## src/rtl/mod_99_vr_mpacket_tx_pkg.sv

```systemverilog
// Shared constants for the 802.3br verify/respond mPacket transmit path:
// state encodings, SMD values, mCRC mask and CRC-32 parameters.
package mod_99_vr_mpacket_tx_pkg;

    localparam logic [2:0] ST_IDLE     = 3'd0;
    localparam logic [2:0] ST_PREAMBLE = 3'd1;
    localparam logic [2:0] ST_SMD      = 3'd2;
    localparam logic [2:0] ST_DATA     = 3'd3;
    localparam logic [2:0] ST_MCRC     = 3'd4;
    localparam logic [2:0] ST_IPG      = 3'd5;

    localparam int MP_PREAMBLE_OCTETS = 7;
    localparam int MP_DATA_OCTETS     = 60;
    localparam int MP_IPG_OCTETS      = 12;

    localparam logic [7:0]  MP_PREAMBLE_BYTE = 8'h55;
    localparam logic [7:0]  MP_SMD_V         = 8'h07;
    localparam logic [7:0]  MP_SMD_R         = 8'h19;
    localparam logic [31:0] MP_MCRC_XOR      = 32'h0000_FFFF;

    localparam logic [31:0] CRC32_POLY = 32'h04C11DB7;
    localparam logic [31:0] CRC32_INIT = 32'hFFFF_FFFF;

    function automatic logic [31:0] bit_rev32(input logic [31:0] v);
        logic [31:0] r;
        for (int i = 0; i < 32; i++) begin
            r[i] = v[31-i];
        end
        return r;
    endfunction

    // Octets go on the wire LSB first, so the engine runs the reflected polynomial.
    localparam logic [31:0] CRC32_POLY_REFL = bit_rev32(CRC32_POLY);

endpackage

```

## src/rtl/mod_99_vr_mpacket_tx_crc32_octet.sv

```systemverilog
// Octet-wide Ethernet CRC-32; o_fcs is the complemented running value, ready
// to send least-significant octet first. Shared with the receive-side checker.
module mod_99_vr_mpacket_tx_crc32_octet
    import mod_99_vr_mpacket_tx_pkg::*;
(
    input  logic        clk,
    input  logic        i_init,
    input  logic        i_en,
    input  logic [7:0]  i_data,
    output logic [31:0] o_fcs
);

    logic [31:0] r_crc;
    logic [31:0] w_next;

    always_comb begin
        w_next = r_crc ^ {24'h0, i_data};
        for (int i = 0; i < 8; i++) begin
            w_next = w_next[0] ? ((w_next >> 1) ^ CRC32_POLY_REFL) : (w_next >> 1);
        end
    end

    always_ff @(posedge clk) begin
        if (i_init) begin
            r_crc <= CRC32_INIT;
        end else if (i_en) begin
            r_crc <= w_next;
        end
    end

    assign o_fcs = ~r_crc;

endmodule

```

## src/rtl/mod_99_vr_mpacket_tx.sv

```systemverilog
// Serialises one verify or respond mPacket (preamble, SMD, zero payload, mCRC)
// per request onto a valid/ready octet stream, then enforces the inter-packet gap.
module mod_99_vr_mpacket_tx
    import mod_99_vr_mpacket_tx_pkg::*;
#(
    parameter int          PREAMBLE_OCTETS = MP_PREAMBLE_OCTETS,
    parameter logic [7:0]  SMD_V           = MP_SMD_V,
    parameter logic [7:0]  SMD_R           = MP_SMD_R,
    parameter int          DATA_OCTETS     = MP_DATA_OCTETS,
    parameter logic [31:0] MCRC_XOR        = MP_MCRC_XOR,
    parameter int          IPG_OCTETS      = MP_IPG_OCTETS
) (
    input  logic       clk,
    input  logic       reset_begin,
    input  logic       link_fail,
    input  logic       send_v,
    input  logic       send_r,
    input  logic       mac_tx_busy,
    input  logic       tx_ready,
    output logic [7:0] tx_data,
    output logic       tx_valid,
    output logic       tx_sop,
    output logic       tx_eop,
    output logic       send_v_clr,
    output logic       send_r_clr,
    output logic [2:0] tx_state
);

    // Handshake: an octet moves on a cycle with tx_valid && tx_ready; while
    // tx_valid && !tx_ready the octet, sop and eop hold and no counter advances.

    logic [2:0]  r_state;
    logic        r_kind_r;
    logic        r_tx_valid;
    logic        r_tx_sop;
    logic [7:0]  r_tx_data;
    logic [3:0]  r_pre_cnt;
    logic [5:0]  r_data_cnt;
    logic [1:0]  r_crc_cnt;
    logic [3:0]  r_ipg_cnt;

    logic        w_abort;
    logic        w_xfer;
    logic        w_last_xfer;
    logic        w_crc_en;
    logic        w_crc_init;
    logic [31:0] w_fcs;
    logic [31:0] w_mcrc;

    assign w_abort     = reset_begin || link_fail;
    assign w_xfer      = r_tx_valid && tx_ready;
    assign w_last_xfer = (r_state == ST_MCRC) && (r_crc_cnt == 2'd3) && w_xfer && !w_abort;
    assign w_crc_en    = (r_state == ST_DATA) && w_xfer;
    assign w_crc_init  = w_abort || (r_state == ST_IDLE);
    assign w_mcrc      = w_fcs ^ MCRC_XOR;

    mod_99_vr_mpacket_tx_crc32_octet u_crc (
        .clk    (clk),
        .i_init (w_crc_init),
        .i_en   (w_crc_en),
        .i_data (r_tx_data),
        .o_fcs  (w_fcs)
    );

    always_ff @(posedge clk) begin
        if (w_abort) begin
            r_state    <= ST_IDLE;
            r_kind_r   <= 1'b0;
            r_tx_valid <= 1'b0;
            r_tx_sop   <= 1'b0;
            r_tx_data  <= 8'h00;
            r_pre_cnt  <= 4'd0;
            r_data_cnt <= 6'd0;
            r_crc_cnt  <= 2'd0;
            r_ipg_cnt  <= 4'd0;
        end else begin
            case (r_state)
                ST_IDLE: begin
                    if ((send_r || send_v) && !mac_tx_busy) begin
                        r_kind_r   <= send_r;
                        r_state    <= ST_PREAMBLE;
                        r_tx_valid <= 1'b1;
                        r_tx_sop   <= 1'b1;
                        r_tx_data  <= MP_PREAMBLE_BYTE;
                        r_pre_cnt  <= 4'd0;
                    end
                end
                ST_PREAMBLE: begin
                    if (w_xfer) begin
                        r_tx_sop <= 1'b0;
                        if (r_pre_cnt == 4'(PREAMBLE_OCTETS - 1)) begin
                            r_state   <= ST_SMD;
                            r_tx_data <= r_kind_r ? SMD_R : SMD_V;
                        end else begin
                            r_pre_cnt <= r_pre_cnt + 4'd1;
                        end
                    end
                end
                ST_SMD: begin
                    if (w_xfer) begin
                        r_state    <= ST_DATA;
                        r_tx_data  <= 8'h00;
                        r_data_cnt <= 6'd0;
                    end
                end
                ST_DATA: begin
                    if (w_xfer) begin
                        if (r_data_cnt == 6'(DATA_OCTETS - 1)) begin
                            r_state   <= ST_MCRC;
                            r_crc_cnt <= 2'd0;
                        end else begin
                            r_data_cnt <= r_data_cnt + 6'd1;
                        end
                    end
                end
                ST_MCRC: begin
                    if (w_xfer) begin
                        if (r_crc_cnt == 2'd3) begin
                            r_state    <= ST_IPG;
                            r_tx_valid <= 1'b0;
                            r_tx_data  <= 8'h00;
                            r_ipg_cnt  <= 4'd0;
                        end else begin
                            r_crc_cnt <= r_crc_cnt + 2'd1;
                        end
                    end
                end
                ST_IPG: begin
                    if (r_ipg_cnt == 4'(IPG_OCTETS - 1)) begin
                        r_state <= ST_IDLE;
                    end else begin
                        r_ipg_cnt <= r_ipg_cnt + 4'd1;
                    end
                end
                default: begin
                    r_state <= ST_IDLE;
                end
            endcase
        end
    end

    // mCRC octets come straight from the settled FCS register, which is only
    // updated during DATA, so they are stable across stalls.
    always_comb begin
        tx_data = r_tx_data;
        if (r_state == ST_MCRC) begin
            case (r_crc_cnt)
                2'd0:    tx_data = w_mcrc[7:0];
                2'd1:    tx_data = w_mcrc[15:8];
                2'd2:    tx_data = w_mcrc[23:16];
                default: tx_data = w_mcrc[31:24];
            endcase
        end
    end

    assign tx_valid   = r_tx_valid;
    assign tx_sop     = r_tx_sop;
    assign tx_eop     = (r_state == ST_MCRC) && (r_crc_cnt == 2'd3);
    assign send_v_clr = w_last_xfer && !r_kind_r;
    assign send_r_clr = w_last_xfer && r_kind_r;
    assign tx_state   = r_state;

endmodule

```

## config.mk

```make
export PLATFORM = sky130hd
export DESIGN_NAME = mod_99_vr_mpacket_tx
export DESIGN_NICKNAME = d
export VERILOG_FILES = /design/src/rtl/mod_99_vr_mpacket_tx_pkg.sv /design/src/rtl/mod_99_vr_mpacket_tx_crc32_octet.sv /design/src/rtl/mod_99_vr_mpacket_tx.sv
export SDC_FILE = /design/constraint.sdc
export NUM_CORES = 1
export LEC_CHECK = 0
export BUFFER_PORTS_ARGS = -buffer_cell sky130_fd_sc_hd__buf_2
export CORE_AREA = 2 2 100 102
export CTS_CLUSTER_SIZE = 25
export DETAILED_ROUTE_END_ITERATION = 12
export DIE_AREA = 0 0 102 104
export MAX_ROUTING_LAYER = met4
export PLACE_DENSITY_LB_ADDON = 0.12
export SETUP_SLACK_MARGIN = 0.1
export SLEW_MARGIN = 10
export SYNTH_ARGS = -nofsm -noshare
export SYNTH_HDL_FRONTEND = slang
export SYNTH_SLANG_ARGS = --single-unit
```

## constraint.sdc

```tcl
create_clock -name clk -period 2.3 [get_ports clk]
set_input_delay 0.46 -clock clk [delete_from_list [all_inputs] [get_ports clk]]
set_output_delay 0.46 -clock clk [all_outputs]
set_load 0.02 [all_outputs]
```

==> results by group <==
Global routing
  • Total grt overflow: 0
  • Vias in the first global route: 2922
  • Largest net degree at the start of global routing: 43
  • Most used routing layer: met2
  • Met3 global-route usage: 0.0417
  • Initial antenna violation count: 0
  • GR Util met1: 0.236
  • Met2 usage: 0.292
  • GR Util All Layers: 0.184
  • First-pass GRT wire length: 14.8 mm

Setup path
  • Critical-path cell list: or3b_4 -> buf_6 -> a211oi_1 -> buf_4
  • Cells on worst reg2reg path: 7
  • Crit Path Category: reg2out
  • Crit-path max FO: 15
  • Worst path slowest cell: or3b_4
  • Crit path launch type: flip-flop
  • Worst path max stage delay: 0.43 ns
  • Crit. End Element: primary output
  • Arrival time at the worst endpoint: 1.69 ns
  • Worst Path Required: 1.84 ns

Synthesis
  • Synthesized area: 3690 um^2
  • Synth Warn #: 0
  • Avg Inst Size Synth: 9.08 um^2
  • Syn_nets: 422
  • Prevailing post-synth register cell: dfxtp_1
  • Cell variety after synth: 59
  • Sequential area share after synthesis: 0.325
  • Post-Syn Instances: 407
  • Async SR Flop Fraction: 0
  • Number of synthesized flops with an enable pin: 0
  • #FFs+latches synth: 60

Clock network
  • Clk buf depth: 2
  • Clk Tree Root Cell: clkbuf_8
  • CTS Buf Count: 9
  • Clock sinks: 60
  • Worst skew pair latency: 0.34 ns
  • Clk pin slew, worst setup/hold paths: 0.07 ns
  • # H-tree levels: 3
  • CTS tree: done
  • Buffers inserted by post-CTS timing repair: 0

Timing
  • Clock skew: 0.0113 ns
  • RSZ-0062 raised after global routing: yes
  • Final setup fails: 0
  • Sum of negative setup slack: 0 ns
  • Period utilisation layout: 0.936
  • Worst Tran Pin Value: 0.524 ns
  • Final Hold Viols: 0
  • Minimum clock period: 2.15 ns
  • Slew Limit Fails: 0
  • Final WS setup: 0.148 ns
  • Normalized max-slew margin: 0.650
  • Fmax: 465 MHz

Flow run
  • Max-Cap Viols: 0

Placement
  • DP HPWL: 6.58 mm
  • Port Buf Inserts: 22
  • Place WS: 0.244 ns
  • GP Congestion: 0.777

Route
  • Via count: 2907
  • Initial DRC Count: 121
  • Drc violations: 0
  • First-pass DRT Iterations: 4
  • DR vias/cell: 5.07
  • Routed Antenna Nets: 0
  • WL final: 8.94 mm
  • WL/cell: 15.6 um

Power
  • Share of power burned in the clock network: 0.420
  • Pwr dens: 543 nW/um^2
  • P_leak: 1.68 nW
  • Switching Fraction: 0.258
  • Combinational power share: 0.126
  • Seq pwr share: 0.454
  • Switching pwr: 0.603 mW
  • Peak supply drop: 0.000297 V
  • Internal: 1.73 mW

Status
  • Status: completed

Min path
  • Worst hold path depth: 3
  • HP Class: in2reg

Die
  • Site Rows: 36
  • Die width: 102 um
  • Starting Density: 0.387
  • Core footprint: 9550 um^2
  • Die area: 10600 um^2
  • # IOs: 23
  • Chip height: 104 um

Layout
  • Fill cells: 975
  • Utilization after layout: 0.450
  • Diodes inserted: 0
  • Layout area overhead: 16.3%
  • Layout cells sized above 1: 0.220
  • Fin nets: 450
-- final timing paths --
check             slack (ns)                        from                         end
setup / recovery        0.15    tx_state[2]$_SDFFE_PP0P_                  tx_data[7]
setup reg to reg        0.31    tx_state[1]$_SDFFE_PP0P_   r_tx_data[3]$_SDFFE_PP0P_
hold / removal          0.37                      send_r       r_kind_r$_SDFFE_PP0P_
hold reg to reg         0.49  r_data_cnt[5]$_SDFFE_PP0P_  r_data_cnt[5]$_SDFFE_PP0P_
-- critical path, delay by kind of cell (launching register included) --
kind                   cells  cell delay, ns
AOI/OAI and AO/OA          1            0.21
and+or+nand+nor            1            0.43
buffers and inverters      2            0.37
DFF                        1            0.33
-- power by group through the flow --
stage / clock network, mW / logic (mW) / registers (mW)
final: 0.981 / 0.294 / 1.06
after global routing: 1.06 / 0.322 / 1.06
after CTS: 1.01 / 0.297 / 1.06
after detailed placement: 0 / 0.294 / 1.09
after global placement: 0 / 0.296 / 1.08
after floorplan: 0 / 0.226 / 1.08
-- metrics by stage --
step	instances	cell area (um^2)	hold WS, ns	total power [mW]
4_1_cts	573	4260	0.358	2.37
5_1_grt	573	4300	0.383	2.44
3_5_place_dp	557	4020	0.480	1.38
3_3_place_gp	557	4020	0.466	1.38
6_report	573	4300	0.368	2.33
2_1_floorplan	407	3690	0.458	1.31
-- cells in the mapped netlist (5+ instances only) --
master	n	share of area
a211oi_1	5	0.010
a21oi_1	14	0.019
a22oi_1	8	0.016
a2bb2oi_1	7	0.017
buf_2	9	0.012
clkbuf_1	15	0.015
dfxtp_1	60	0.33
ha_1	8	0.027
inv_1	11	0.011
nand2_1	49	0.050
nand4_1	6	0.010
nor2_1	25	0.025
nor3_1	6	0.0081
o211ai_1	20	0.041
o21ai_0	23	0.031
o21ai_1	7	0.0095
xnor2_1	34	0.081
xnor2_2	6	0.026
xnor2_4	7	0.052
xor2_1	25	0.059
-- kinds of logic after synthesis --
logic type                 after synthesis  share of synthesized area
and+or+nand+nor                        116                      0.151
AOI/OAI and AO/OA                      107                      0.209
xor gates and xnor gates                75                      0.236
DFF                                     60                      0.325
buffers and inverters                   37                     0.0410
adders and majority gates                8                     0.0271
muxes                                    4                     0.0108
-- flip-flops by register name, summed over array words and instances, names as in the netlist --
signal and cells:
r_data_cnt 6, r_ipg_cnt 4, u_crc.r_crc 32, tx_sop 1, tx_state 3, r_pre_cnt 4, tx_valid 1, r_tx_data 6
r_kind_r 1, r_crc_cnt 2
-- cell usage in the layout, fill, tap and decap left out, drive strengths merged, types with 4 or more instances in the layout --
cell type / synthesis / final
dfxtp: 60 / 60
nand2: 49 / 49
xnor2: 47 / 47
buf: 10 / 43
o21ai: 31 / 31
xor2: 27 / 27
nor2: 25 / 25
o211ai: 22 / 22
a21oi: 14 / 14
clkbuf: 16 / 12
inv: 11 / 11
a22oi: 9 / 9
ha: 8 / 8
a2bb2oi: 7 / 7
nor3: 7 / 7
nand4: 6 / 6
a211oi: 5 / 5
nand3: 4 / 4
mux2i: 4 / 4
or3: 4 / 4
nand3b: 4 / 4
o22a: 4 / 4
-- layer usage --
layer | vias to the layer above | part of all wire
met5 | - | 0
met3 | 12 | 0.023
li1 | 1487 | -
met4 | 0 | 0.010
met2 | 34 | 0.49
met1 | 1374 | 0.48
-- area by class of cell --
class,count,area [um^2],share of cell area
Multi-Input combinational cell,310,2400,0.558
Sequential cell,60,1210,0.281
Timing Repair Buffer,43,277,0.0644
Tap cell,133,166,0.0387
Clock buffer,12,155,0.0361
Clock inverter,4,47.5,0.0111
Inverter,11,46.3,0.0108
-- timing repair --
item / 4_1_cts / 5_1_grt
gates cloned: 0 / 0
setup endpoints to repair: 10 / 10
hold buffers: 0 / 0
gates resized for setup: 15 / 16
pin swaps: 1 / 3
No activity file was read; power rests on OpenSTA's default activity.
